--- src/rtl/fetch_unit_if.sv ---
// Fetch unit bus bundle: instruction memory request/response,
// execute redirect and the decode-side valid/ready handshake.
interface fetch_unit_if;
    logic        imem_req_valid;
    logic        imem_req_ready;
    logic [31:0] imem_addr;
    logic        imem_rsp_valid;
    logic [31:0] imem_rsp_data;
    logic        redirect_valid;
    logic [31:0] redirect_pc;
    logic        if_valid;
    logic        if_ready;
    logic [31:0] if_inst;
    logic [31:0] if_pc;

    modport master (
        output imem_req_valid,
        output imem_addr,
        output if_valid,
        output if_inst,
        output if_pc,
        input  imem_req_ready,
        input  imem_rsp_valid,
        input  imem_rsp_data,
        input  redirect_valid,
        input  redirect_pc,
        input  if_ready
    );

    modport slave (
        input  imem_req_valid,
        input  imem_addr,
        input  if_valid,
        input  if_inst,
        input  if_pc,
        output imem_req_ready,
        output imem_rsp_valid,
        output imem_rsp_data,
        output redirect_valid,
        output redirect_pc,
        output if_ready
    );
endinterface

--- src/rtl/fetch_unit.sv ---
// Instruction fetch front-end: owns the fetch PC, issues imem requests
// under a credit limit, buffers responses and feeds decode in order.
module fetch_unit #(
    parameter int          DEPTH     = 4,
    parameter int          MAX_OUTST = 2,
    parameter logic [31:0] RESET_PC  = 32'h0000_0000
) (
    input  logic         clk,
    input  logic         rst,
    fetch_unit_if.master bus
);
    localparam int CW = $clog2(DEPTH + 1);
    localparam int QW = $clog2(DEPTH);
    localparam int OW = (MAX_OUTST > 1) ? $clog2(MAX_OUTST) : 1;

    logic [31:0]   pc;
    logic [CW-1:0] count;
    logic [CW-1:0] inflight;
    logic [CW-1:0] drop;
    logic [QW-1:0] head;
    logic [QW-1:0] tail;
    logic [31:0]   q_inst [DEPTH];
    logic [31:0]   q_pc   [DEPTH];
    logic [31:0]   opc    [MAX_OUTST];
    logic [OW-1:0] o_wr;
    logic [OW-1:0] o_rd;

    logic [CW-1:0] live;
    logic [CW:0]   used;
    logic          empty;
    logic          req_hs;
    logic          rsp;
    logic          push;
    logic          pop;

    // Live requests are those whose responses will still be kept;
    // queue slots are reserved for them so an accept never overflows.
    assign live  = inflight - drop;
    assign used  = {1'b0, count} + {1'b0, live};
    assign empty = (count == '0);

    assign bus.imem_req_valid = !rst && !bus.redirect_valid
                             && (live < CW'(MAX_OUTST))
                             && (used < (CW+1)'(DEPTH));
    assign bus.imem_addr = pc;

    assign req_hs = bus.imem_req_valid && bus.imem_req_ready;
    assign rsp    = bus.imem_rsp_valid;
    assign push   = rsp && (drop == '0) && !bus.redirect_valid;

    // Decode must not consume in a redirect cycle.
    assign bus.if_valid = !empty && !bus.redirect_valid;
    assign pop          = bus.if_valid && bus.if_ready;
    assign bus.if_inst  = empty ? 32'h0 : q_inst[head];
    assign bus.if_pc    = empty ? 32'h0 : q_pc[head];

    function automatic logic [OW-1:0] o_next(input logic [OW-1:0] p);
        return (p == OW'(MAX_OUTST - 1)) ? '0 : p + 1'b1;
    endfunction

    // PC, credit counters, drop count and queue pointers.
    always_ff @(posedge clk) begin
        if (rst) begin
            pc       <= RESET_PC;
            count    <= '0;
            inflight <= '0;
            drop     <= '0;
            head     <= '0;
            tail     <= '0;
            o_wr     <= '0;
            o_rd     <= '0;
        end else begin
            assert (!(push && count == CW'(DEPTH)))
                else $error("fetch queue written while full");
            inflight <= inflight + CW'(req_hs) - CW'(rsp);
            if (rsp)
                o_rd <= o_next(o_rd);
            if (req_hs)
                o_wr <= o_next(o_wr);
            if (bus.redirect_valid) begin
                pc    <= {bus.redirect_pc[31:2], 2'b00};
                drop  <= inflight - CW'(rsp);
                count <= '0;
                head  <= '0;
                tail  <= '0;
            end else begin
                if (req_hs)
                    pc <= pc + 32'd4;
                if (rsp && drop != '0)
                    drop <= drop - 1'b1;
                if (push)
                    tail <= tail + 1'b1;
                if (pop)
                    head <= head + 1'b1;
                count <= count + CW'(push) - CW'(pop);
            end
        end
    end

    // Request PCs in issue order, and queue payload storage.
    always_ff @(posedge clk) begin
        if (req_hs)
            opc[o_wr] <= pc;
        if (push) begin
            q_inst[tail] <= bus.imem_rsp_data;
            q_pc[tail]   <= opc[o_rd];
        end
    end
endmodule
--- src/flat_wrapper.sv ---
// flat-port wrapper written by rule: the top's interface ports become plain ports
module fetch_unit_flat 
#(
    parameter int          DEPTH     = 4,
    parameter int          MAX_OUTST = 2,
    parameter logic [31:0] RESET_PC  = 32'h0000_0000
)
  (clk, rst, bus_imem_req_valid, bus_imem_addr, bus_if_valid, bus_if_inst, bus_if_pc, bus_imem_req_ready, bus_imem_rsp_valid, bus_imem_rsp_data, bus_redirect_valid, bus_redirect_pc, bus_if_ready);
  fetch_unit_if bus_i ();
  input  logic clk;
  input  logic rst;
  output wire logic [$bits(bus_i.imem_req_valid)-1:0] bus_imem_req_valid;
  output wire logic [$bits(bus_i.imem_addr)-1:0] bus_imem_addr;
  output wire logic [$bits(bus_i.if_valid)-1:0] bus_if_valid;
  output wire logic [$bits(bus_i.if_inst)-1:0] bus_if_inst;
  output wire logic [$bits(bus_i.if_pc)-1:0] bus_if_pc;
  input wire logic [$bits(bus_i.imem_req_ready)-1:0] bus_imem_req_ready;
  input wire logic [$bits(bus_i.imem_rsp_valid)-1:0] bus_imem_rsp_valid;
  input wire logic [$bits(bus_i.imem_rsp_data)-1:0] bus_imem_rsp_data;
  input wire logic [$bits(bus_i.redirect_valid)-1:0] bus_redirect_valid;
  input wire logic [$bits(bus_i.redirect_pc)-1:0] bus_redirect_pc;
  input wire logic [$bits(bus_i.if_ready)-1:0] bus_if_ready;
  assign bus_imem_req_valid = bus_i.imem_req_valid;
  assign bus_imem_addr = bus_i.imem_addr;
  assign bus_if_valid = bus_i.if_valid;
  assign bus_if_inst = bus_i.if_inst;
  assign bus_if_pc = bus_i.if_pc;
  assign bus_i.imem_req_ready = bus_imem_req_ready;
  assign bus_i.imem_rsp_valid = bus_imem_rsp_valid;
  assign bus_i.imem_rsp_data = bus_imem_rsp_data;
  assign bus_i.redirect_valid = bus_redirect_valid;
  assign bus_i.redirect_pc = bus_redirect_pc;
  assign bus_i.if_ready = bus_if_ready;
  fetch_unit #(.DEPTH(DEPTH), .MAX_OUTST(MAX_OUTST), .RESET_PC(RESET_PC)) u_core (.clk(clk), .rst(rst), .bus(bus_i));
endmodule
--- config.mk ---
export PLATFORM = sky130hd
export DESIGN_NAME = fetch_unit_flat
export DESIGN_NICKNAME = d
export VERILOG_FILES = /design/src/rtl/fetch_unit_if.sv /design/src/rtl/fetch_unit.sv /design/src/flat_wrapper.sv
export SDC_FILE = /design/constraint.sdc
export NUM_CORES = 1
export LEC_CHECK = 0
export ABC_AREA = 1
export BUFFER_PORTS_ARGS = -buffer_cell sky130_fd_sc_hd__buf_2
export CAP_MARGIN = 40
export CORE_UTILIZATION = 63
export DETAILED_ROUTE_END_ITERATION = 10
export PLACE_DENSITY = 0.85
export SLEW_MARGIN = 10
export SYNTH_ARGS = -nofsm -noshare
export SYNTH_HDL_FRONTEND = slang
export SYNTH_SLANG_ARGS = --single-unit
--- constraint.sdc ---
create_clock -name clk -period 7.4 [get_ports clk]
set_clock_uncertainty 0.15 [all_clocks]
set_input_delay 1.48 -clock clk [delete_from_list [all_inputs] [get_ports clk]]
set_output_delay 1.48 -clock clk [all_outputs]
set_load 0.1 [all_outputs]
### Yosys cells after proc, flatten, opt, wreduce, memory -nomap -nowiden

Memory sizes are Yosys's and may differ from the RTL's. A register that Yosys moved wholly into a read port is not among the register bits.
Cells that the tools add are included.

* flip-flop bits (word level): 47
* bits in writable memories: 320
* bits of input ports: 70
* memories: 3

* add/sub/neg operators: 13
* $lt $le $gt $ge: 2
* multiplexer cells: 18
* reduce and logical (&&, ||, !) cells: 18

Memory list
* u_core.q_inst: words 4, width 32, rd ports 1, clocked after Yosys merged registers in 1, wr ports 1, RTL line fetch_unit.sv:22 `logic [31:0] q_inst [DEPTH];`
* u_core.q_pc: words 4, width 32, rd ports 1, clocked after Yosys merged registers in 1, wr ports 1, RTL line fetch_unit.sv:23 `logic [31:0] q_pc [DEPTH];`
* u_core.opc: words 2, width 32, rd ports 1, clocked after Yosys merged registers in 1, wr ports 1, RTL line fetch_unit.sv:24 `logic [31:0] opc [MAX_OUTST];`

Operators by type and width (count)
* 32-bit two-way mux: 4
* 32-bit by 3-bit adder with 32-bit output, second input constant: 1
* 1-bit logical AND: 9
* 3-bit by 1-bit subtractor with 3-bit output: 3
* 1-bit two-way mux: 8
* 2-bit two-way mux: 4
* 3-bit by 1-bit adder with 3-bit output: 2
* 3-bit logical NOT: 2
* 3-bit two-way mux: 2
* 2-bit by 1-bit adder with 2-bit output, second input constant: 2
* 3-bit by 3-bit adder with 4-bit output: 1
* 4-bit by 3-bit less-than comparator with 1-bit output, second input constant: 1
* 2-bit nonzero test: 2
* 1-bit logical NOT: 3
* 3-bit by 2-bit less-than comparator with 1-bit output, second input constant: 1
* 3-bit nonzero test: 1
* 3-bit by 1-bit subtractor with 3-bit output, second input constant: 1
* 3-bit subtractor: 1
* 1-bit adder, second input constant: 2
* 2-bit OR reduction: 1

### Logic depth before layout (Yosys ltp)

* depth after elaboration: 7
* mapped depth: 20
* depth with buffers taken out: 19

### Least setup slack after synthesis

Ideal clock, no wire load.

* path kind: input to register
* from: input port bus_imem_rsp_valid
* to: memory u_core.q_inst[0][0], enable pin
* library setup time: 0.482 ns
* arrival: 4.357 ns
* required time: 6.768 ns
* slack: 2.411 ns
* stages: 4
* buffers on the path: 0
* cell sequence: inv_1 nor2_1 nand2_1 nor2_1

* word-level cells in the longest chain between the ends: 4

Ends and longest elaborated chain
* start: declaration: RTL line flat_wrapper.sv:18 `input wire logic [$bits(bus_i.imem_rsp_valid)-1:0] bus_imem_rsp_valid;`
* 1-bit logical AND (2 in a row): RTL line fetch_unit.sv:49 `assign push = rsp && (drop == '0) && !bus.redirect_valid;`
* 1-bit two-way mux: RTL line fetch_unit.sv:104 `if (push) begin`
* 1-bit two-way mux (implied by the code): RTL line fetch_unit.sv:105 `q_inst[tail] <= bus.imem_rsp_data;`
* end: declaration: RTL line fetch_unit.sv:22

Every way passes these cells.

==> results_dict.tcl <==
set metrics [dict create \
    syn_inst 1370 \
    cts_resized 0 \
    drc_errors 0 \
    grt_overflow 0 \
    n_antenna_cell 0 \
    end_kind "output pin" \
    wire_per_inst_um 17.1 \
    die_w_um 156 \
    area_delta_synth_final_pct 15.2 \
    place.gp.congestion 0.863 \
    viasPerCell 5.56 \
    cts_buffer_depth 3 \
    slew_violations 0 \
    crit_chain "inv_2, buf_4, o21ai_0, a21oi_1, buf_2" \
    path_clk_slew_ps 60 \
    ys_seq_elements 356 \
    met1_length_mm 13.0 \
    antenna_found_initial 0 \
    ctsHoldBuffers 0 \
    cts_root_buf "clkbuf_16" \
    worst-path-max-fanout 68 \
    grt_pass1_wl_mm 49.7 \
    powerDensity_nw_per_um2 260 \
    clock_sinks 356 \
    synth_edf_count 308 \
    wl_met2_mm 15.8 \
    power.total_mw 4.49 \
    initial_core_util_pct 64.1 \
    synthFlopType "edfxtp_1" \
    drv_cap 0 \
    cts.htree.levels 2 \
    status "finished, final reports clean" \
    port_buffers 161 \
    crit_arrival_ps 3310 \
    synth.distinct_cells 36 \
    clkLatencyLatePin_ps 510 \
    max-slew-margin-rel_pct 42.7 \
    first_pass_iters 7 \
    detail-route-antenna-nets 0 \
    ir_drop_uv 207 \
    cpLargestDelayFamily "buffers and inverters" \
    grt_pass1_vias 9914 \
    ys_async_sr_fraction_pct 0 \
    synthTopCellsByArea "edfxtp_1 (62%), nor2_1 (8.6%), dfxtp_1 (6.4%)" \
    fin_setup_tns_ps 0 \
    layout_min_cycle_time_ps 4940 \
    mappedNetlistArea_um2 15000 \
    io_pins 168 \
    synth_top_area_share_pct 61.6 \
    vias 10400 \
    crit_slowest_cell "inv_2" \
    cp.required_ps 5770 \
    ys.warnings.count 0 \
    worstSetupPathType "register to output pin" \
    syn_avg_cell_area_um2 11.0 \
    post_cts_buffers 0 \
    grt_max_degree 81 \
    fmax_mhz 202 \
    start_kind "register" \
    rsz0062_at_grt "false" \
    die_area_um2 24400 \
    wirelength_mm 31.9 \
    tightestPinTransition_ps 859 \
    finalSetupViolCount 0 \
    wl_met3_mm 2.49 \
    p_leak_nw 6.51 \
    finalHoldViolCount 0 \
    yosysTopAreaCell "edfxtp_1" \
    hold_path_class "register to register" \
    dr.first_iter.drc_count 853 \
    highest_layer "met4" \
    post-route-period-util_pct 66.8 \
    critPathBufInv 3 \
    numCtsBuffers 36 \
    die_h_um 156 \
    synth-seq-area-share_pct 68.1 \
    grt_use_total_pct 26.3 \
    num_rows 56 \
    core-area_um2 23400 \
    cpPeakStageDelay_ps 680 \
    nets 1611 \
    cts_tree "built" \
    layout-drive-gt1-share_pct 18.0 \
    hpwl_mm 19.0 \
]
path summary, 6_finish.rpt:
kind,end,cells past startpoint,start,slack [ps]
min reg2reg,register,2,u_core.head[1],330
max,bus_if_pc[19],5,register,2460
max reg2reg,u_core.inflight[2],18,u_core.drop[0],3760
min,register,2,u_core.head[1],330
final cells by class:
| class | instances | area [um^2] |
|---|---|---|
| clock buffers | 51 | 988 |
| clock inverters | 13 | 121 |
| fillers | 1543 | 6110 |
| inverters | 71 | 267 |
| multi-input cells | 879 | 4280 |
| flip-flops and latches | 356 | 10200 |
| well taps | 319 | 399 |
| repair buffers | 178 | 1020 |
synth_stat cells, types with 3 or more instances:
cell type and count:
xor2_1 5, buf_4 4, inv_2 4, dfxtp_1 48
o21ai_0 140, inv_1 66, nor2_4 4, clkbuf_1 44
ha_1 16, mux2_2 30, a21oi_1 90, nand2_1 170
nor2_1 344, buf_2 15, nand3_1 44, fa_1 3
edfxtp_1 308, nand4_1 4, nand3_2 3, xnor2_1 7
power by group:
| part | switching [mW] | internal, mW |
|---|---|---|
| registers | 0.0398 | 2.24 |
| clock network | 0.708 | 1.00 |
| logic | 0.386 | 0.111 |
| total | 1.13 | 3.36 |
flip-flops by register name (all words and copies together) (netlist names), 3 cells and up, named ones only:
register,cells
u_core.bus.imem_addr,30
u_core.count,3
u_core.drop,3
u_core.inflight,3
u_core.opc,60
u_core.q_inst,128
u_core.q_pc,120
metrics by stage:
step	std cells	utilization (%)	cell area, um^2	hold WS, ps	worst slack [ps]
after floorplan	1373	-	15000	286	2410
after global placement	1798	68.6	16100	297	2720
after detailed placement	1803	69.1	16200	315	2560
after CTS	1867	73.9	17300	327	2460
after global routing	1867	73.9	17300	370	2240
final	1867	73.9	17300	333	2460
cell usage in the layout (no fill, tap or decap), drive strengths merged, types with 2 or more instances in the layout:
cell type and count:
a21boi 2, a21oi 90, buf 178, bufinv 2, clkbuf 51, clkinv 8, clkinvlp 2, conb 4
dfxtp 48, edfxtp 308, fa 3, ha 16, inv 72, mux2 30, nand2 172, nand3 47
nand4 4, nor2 350, o21a 2, o21ai 141, xnor2 7, xor2 5
per-layer routing:
metal  track usage (%)  up-vias
met4              8.54        0
met3              4.82       59
met5                 0        -
met1              34.0     4894
met2              45.3      434
li1                  -     4985
worst reg2reg max path: stages (launching register included):
cell and delay [ps]:
dfxtp_1 380, ha_1 170, inv_1 50, fa_1 370
nand3b_1 160, nand2_1 140, inv_1 60, ha_1 270
nor2_1 130, nand3_2 100, nor2_4 120, nand2_2 110
nor2_8 270, ha_1 210, inv_1 60, fa_1 370
xor2_1 160, o21ai_0 180, a21oi_1 60
cells by family (layout without fill, tap and decap cells):
| group | count (synthesis) | in the layout | share of synthesized area (%) |
|---|---|---|---|
| AND/OR/NAND/NOR | 577 | 577 | 15.5 |
| adder cells (fa/ha/maj) | 19 | 19 | 1.73 |
| XOR/XNOR | 12 | 12 | 0.701 |
| multiplexers | 30 | 30 | 2.25 |
| buffers and inverters | 138 | 313 | 3.78 |
| AO/OA/AOI/OAI | 237 | 237 | 8.00 |
| flip-flops | 356 | 356 | 68.1 |
| other | 1 | 4 | 0.0250 |
Power figures use the tool's default switching activity.
